===== src/rtl/uart_tx_fifo.sv =====
// ---------------------------------------------------------------------------
// uart_tx_fifo
//   Synchronous first-word-fall-through FIFO between host logic and the UART
//   transmitter. Absorbs bursts of bytes and hands them one at a time to the
//   transmitter. Reports fill level, almost-full and a sticky overflow flag.
//
// Ports
//   clk          system clock
//   rstn         asynchronous reset, active low
//   s_tdata      write data from host
//   s_tvalid     write request from host
//   s_tready     FIFO can accept a word (not full)
//   m_tdata      head-of-FIFO word, drives transmitter tdata
//   m_tvalid     head word valid, drives transmitter tdata_valid
//   m_tready     transmitter uart_tx_ready
//   flush        synchronous clear of all stored words and of overflow
//   fifo_count   words currently stored, 0..DEPTH
//   almost_full  fifo_count >= AFULL_LEVEL
//   overflow     sticky: a write was attempted while full
//
// Handshake: a word moves on a rising clk edge only when valid and ready are
// both high at that edge. valid never waits for ready; ready and valid are
// decoded from the registered count, so there is no combinational path from
// s_tvalid to s_tready or from m_tready to m_tvalid. m_tdata is held stable
// while m_tvalid=1 and m_tready=0.
// ---------------------------------------------------------------------------
module uart_tx_fifo #(
   parameter int DATA_BITS   = 8,
   parameter int DEPTH       = 16,
   parameter int AFULL_LEVEL = 12
) (
   input  logic                       clk,
   input  logic                       rstn,
   input  logic [DATA_BITS-1:0]       s_tdata,
   input  logic                       s_tvalid,
   output logic                       s_tready,
   output logic [DATA_BITS-1:0]       m_tdata,
   output logic                       m_tvalid,
   input  logic                       m_tready,
   input  logic                       flush,
   output logic [$clog2(DEPTH):0]     fifo_count,
   output logic                       almost_full,
   output logic                       overflow
);

   localparam int PTR_W = $clog2(DEPTH);
   localparam int CNT_W = PTR_W + 1;
   localparam logic [CNT_W-1:0] FULL_CNT  = CNT_W'(DEPTH);
   localparam logic [CNT_W-1:0] AFULL_CNT = CNT_W'(AFULL_LEVEL);

   logic [DATA_BITS-1:0] mem [DEPTH];
   logic [PTR_W-1:0]     wr_ptr;
   logic [PTR_W-1:0]     rd_ptr;
   logic [CNT_W-1:0]     count_q;
   logic                 overflow_q;
   logic                 wr_en;
   logic                 rd_en;

   // Status is decoded from the count register only; reset of the count
   // therefore drops m_tvalid asynchronously.
   assign s_tready    = (count_q != FULL_CNT);
   assign m_tvalid    = (count_q != '0);
   assign almost_full = (count_q >= AFULL_CNT);
   assign fifo_count  = count_q;
   assign overflow    = overflow_q;
   assign m_tdata     = mem[rd_ptr];

   // Flush wins over any transfer in the same cycle. A read does not free a
   // slot for a write in the same cycle because s_tready comes from the count.
   assign wr_en = s_tvalid & s_tready & ~flush;
   assign rd_en = m_tvalid & m_tready & ~flush;

   // Storage array carries no reset; contents are don't-care until written.
   always_ff @(posedge clk) begin
      if (wr_en) begin
         mem[wr_ptr] <= s_tdata;
      end
   end

   always_ff @(posedge clk or negedge rstn) begin
      if (!rstn) begin
         wr_ptr     <= '0;
         rd_ptr     <= '0;
         count_q    <= '0;
         overflow_q <= 1'b0;
      end else if (flush) begin
         wr_ptr     <= '0;
         rd_ptr     <= '0;
         count_q    <= '0;
         overflow_q <= 1'b0;
      end else begin
         if (wr_en) begin
            wr_ptr <= wr_ptr + PTR_W'(1);
         end
         if (rd_en) begin
            rd_ptr <= rd_ptr + PTR_W'(1);
         end
         case ({wr_en, rd_en})
            2'b10:   count_q <= count_q + CNT_W'(1);
            2'b01:   count_q <= count_q - CNT_W'(1);
            default: count_q <= count_q;
         endcase
         // Dropped word is discarded; stored data is left untouched.
         if (s_tvalid && !s_tready) begin
            overflow_q <= 1'b1;
         end
      end
   end

endmodule


===== config.mk =====
export PLATFORM = sky130hd
export DESIGN_NAME = uart_tx_fifo
export DESIGN_NICKNAME = d
export VERILOG_FILES = /design/src/rtl/uart_tx_fifo.sv
export SDC_FILE = /design/constraint.sdc
export NUM_CORES = 1
export LEC_CHECK = 0
export CORE_ASPECT_RATIO = 1.75
export CORE_MARGIN = 5
export CORE_UTILIZATION = 50
export DETAILED_ROUTE_END_ITERATION = 10
export PLACE_DENSITY = 0.75
export RECOVER_POWER = 50
export SYNTH_ARGS = -nofsm -noshare
export SYNTH_HDL_FRONTEND = slang
export SYNTH_SLANG_ARGS = --single-unit

===== constraint.sdc =====
create_clock -name clk -period 3 [get_ports clk]
set_input_delay 0.45 -clock clk [delete_from_list [all_inputs] [get_ports clk]]
set_output_delay 0.45 -clock clk [all_outputs]
set_load 0.005 [all_outputs]

==> impl_metrics.json, run 1 <==
{
  "status": "finished, final reports clean",
  "die_height_um": 154,
  "place_area_um2": 6560,
  "postSynth.asyncResetShare": 0.0986,
  "synth_top_area_frac": 0.650,
  "cp_cell_sequence": "and2_1 > a221oi_2 > a22oi_1 > nand2_2 > clkdlybuf4s50_1",
  "grt_max_degree": 27,
  "path_class": "flop to primary output",
  "cts-root-buf": "clkbuf_16",
  "maxSlewHeadroom": 0.533,
  "drtIter0Drc": 322,
  "track_usage": 0.194,
  "cts_tree": "yes",
  "final_antenna_net_count": 0,
  "required_ps": 2550,
  "hold_buffers": 0,
  "syn2layout_area_growth_pct": 23.0,
  "ys.flop_type": "edfxtp_1",
  "cp_max_fo": 9,
  "worstSkewPairLatency_ps": 410,
  "drtPass1Iterations": 5,
  "rr_worst_depth": 9,
  "slew_viol_final": 0,
  "dp_cells": 536,
  "ys_seq_area_frac": 0.709,
  "setup_slack_ps": 43.1,
  "drive_above_1_share": 0.209,
  "whs_ps": 525,
  "wl_um": 13000,
  "overflow": 0,
  "powerDensity_nw_per_um2": 818,
  "worstPathArrival_ps": 2510,
  "hp-class": "input pin to asynchronous set/reset pin",
  "die_w_um": 92.2,
  "post-place-ws_ps": 151,
  "worst_pin_slew_ps": 699,
  "grt_pass1_wl_um": 20300,
  "dpl.hpwl_um": 8450,
  "cts_buffers": 17,
  "antenna_cells_inserted": 0,
  "rsz0062_at_grt": "yes",
  "post-route-period-util": 0.986,
  "synthCells": 360,
  "synth_seq_cells": 142,
  "final_nets": 444,
  "maxCapViolations": 0,
  "clock_skew_ps": 8.88,
  "ys_top_cells_by_area": "edfxtp_1 (65%), mux4_2 (6.1%), dfrtp_1 (5.9%)",
  "yosys-top-cells-count": "edfxtp_1 (128), mux2i_1 (25), nor2_1 (25)",
  "numPortBuffers": 29,
  "yosys.area.top_type": "edfxtp_1",
  "synth_area_um2": 5920,
  "routabilityCongestion": 0.791,
  "rows": 52,
  "totalPowerFinal_w": 0.00596,
  "drc": 0,
  "ys_types": 40,
  "slowest_stage": "clkdlybuf4s50_1",
  "yosys_warnings": 0,
  "final_cells": 570,
  "vias": 3420,
  "end_kind": "primary output",
  "post_drt_via_cell_ratio": 6.00,
  "ir_drop_mv": 0.519,
  "finalSetupViolCount": 0,
  "start_kind": "flop",
  "die_area_um2": 14200,
  "num_io_pins": 30,
  "synth.most_common_cell": "edfxtp_1",
  "grt_pass1_vias": 3680,
  "cts_max_level": 4,
  "cts.path.max_buffers": 2,
  "cts.sinks": 142,
  "antenna_found_initial": 0,
  "synth_edf_count": 128,
  "synth.avg_cell_area_um2": 16.4,
  "r2r_start": "fifo_count[1]",
  "period_minus_slack_ps": 2960,
  "timing.fmax_mhz": 338,
  "final_hold_viol_count": 0,
  "power.leakage_nw": 2.52,
  "r2r_slack_ps": 190,
  "timing.rr.end": "fifo_count[4]",
  "initial_core_util": 0.511,
  "synth_nets": 382,
  "clkTransAtPathRegs_ps": 60,
  "core_area_um2": 11600,
  "final_area_um2": 7280,
  "max_stage_delay_ps": 520,
  "avgRoutedWirePerCell_um": 22.8
}
==> placed cells by master (no fill, tap or decap), drive strengths merged, types with 2 or more instances in the layout <==
| cell type | n |
|---|---|
| a21boi | 2 |
| a21o | 3 |
| a21oi | 13 |
| a221oi | 8 |
| a22oi | 8 |
| a31oi | 2 |
| buf | 30 |
| bufinv | 6 |
| clkbuf | 21 |
| clkdlybuf4s50 | 20 |
| clkinv | 3 |
| clkinvlp | 3 |
| dfrtp | 14 |
| dlygate4sd3 | 9 |
| edfxtp | 128 |
| ha | 8 |
| inv | 7 |
| mux2 | 13 |
| mux2i | 25 |
| mux4 | 16 |
| nand2 | 20 |
| nand2b | 6 |
| nand3 | 2 |
| nand3b | 2 |
| nor2 | 26 |
| nor2b | 2 |
| nor4 | 5 |
| o21ai | 16 |
| or3 | 2 |
| xnor2 | 2 |
| xor2 | 6 |
==> kinds of logic (layout without fill, tap and decap cells) <==
kind of cell,Yosys count,after routing,share of synthesized area
and+or+nand+nor,68,68,0.0548
adders and majority gates,9,9,0.0203
buffers and inverters,24,99,0.0175
muxes,54,54,0.128
xor gates and xnor gates,8,8,0.0118
AOI/OAI and AO/OA,55,55,0.0588
DFF,142,142,0.709
==> cell type report <==
type	instances	area [um2]
flip-flops and latches	142	4200
well taps	135	169
repair buffers	62	586
multi-input cells	194	1640
fillers	826	4300
clock inverters	14	239
inverters	5	18.8
clock buffers	18	429
==> sequential cells by signal (all words and copies together), names as in the netlist <==
register and cells:
mem 128, rd_ptr 4, fifo_count 5, overflow 1, wr_ptr 4
==> per-stage QoR <==
stage | TNS (ps) | util
after floorplan | 0 | -
after CTS | 0 | 0.626
final | 0 | 0.629
after global routing | -25.0 | 0.629
after detailed placement | 0 | 0.567
after global placement | 0 | 0.567
==> routing by layer <==
metal / track usage / vias up / routed length (um)
li1: - / 1525 / -
met1: 0.209 / 1752 / 4630
met2: 0.356 / 123 / 7360
met3: 0.0347 / 20 / 554
met4: 0.0999 / 0 / 427
met5: 0 / - / 0
==> power breakdown <==
group / switching [W] / total (W) / internal, W
Combinational: 0.000604 / 0.00129 / 0.000688
Clock: 0.000797 / 0.00236 / 0.00156
Sequential: 0.0000880 / 0.00231 / 0.00222
Total: 0.00149 / 0.00596 / 0.00447
==> worst max path at each step <==
| stage | from | end | slack [ps] | cells past startpoint |
|---|---|---|---|---|
| floorplan | fifo_count[1] | fifo_count[4] | 270 | 9 |
| global placement | m_tready | fifo_count[4] | 260 | 9 |
| detailed placement | m_tready | fifo_count[4] | 150 | 9 |
| CTS | rd_ptr[0] | m_tdata[3] | 20 | 7 |
| global route | rd_ptr[1] | m_tdata[1] | -10 | 5 |
| finish | rd_ptr[1] | m_tdata[3] | 40 | 5 |
==> critical path: cells and delay by family (launching register included) <==
family / cells / cell delay (ps)
simple gates: 2 / 510
compound gates: 2 / 630
flops: 1 / 430
buf+inv: 1 / 520
==> timing repair <==
| item | CTS | global route |
|---|---|---|
| pin swaps | 0 | 1 |
| gates resized for setup | 5 | 5 |
| buffers inserted | 0 | 1 |
| endpoints found under the hold margin | 0 | 0 |
| cloned | 0 | 1 |
| setup endpoints to repair | 2 | 3 |
(Power assumes the default switching activity.)
==> inputs of run 2 (changes only) <==
--- a/config.mk
+++ b/config.mk
@@ -11,6 +11,7 @@
 export DETAILED_ROUTE_END_ITERATION = 10
 export PLACE_DENSITY = 0.75
 export RECOVER_POWER = 50
+export SLEW_MARGIN = 20
 export SYNTH_ARGS = -nofsm -noshare
 export SYNTH_HDL_FRONTEND = slang
 export SYNTH_SLANG_ARGS = --single-unit
==> results of run 2 <==
The final DEF is identical to that of run 1; final timing and power are the same.
==> inputs of run 3 (changes only) <==
--- a/config.mk
+++ b/config.mk
@@ -11,7 +11,6 @@
 export DETAILED_ROUTE_END_ITERATION = 10
 export PLACE_DENSITY = 0.75
 export RECOVER_POWER = 50
-export SLEW_MARGIN = 20
 export SYNTH_ARGS = -nofsm -noshare
 export SYNTH_HDL_FRONTEND = slang
 export SYNTH_SLANG_ARGS = --single-unit
==> results of run 3 <==
The final DEF is identical to that of run 1; final timing and power are the same.
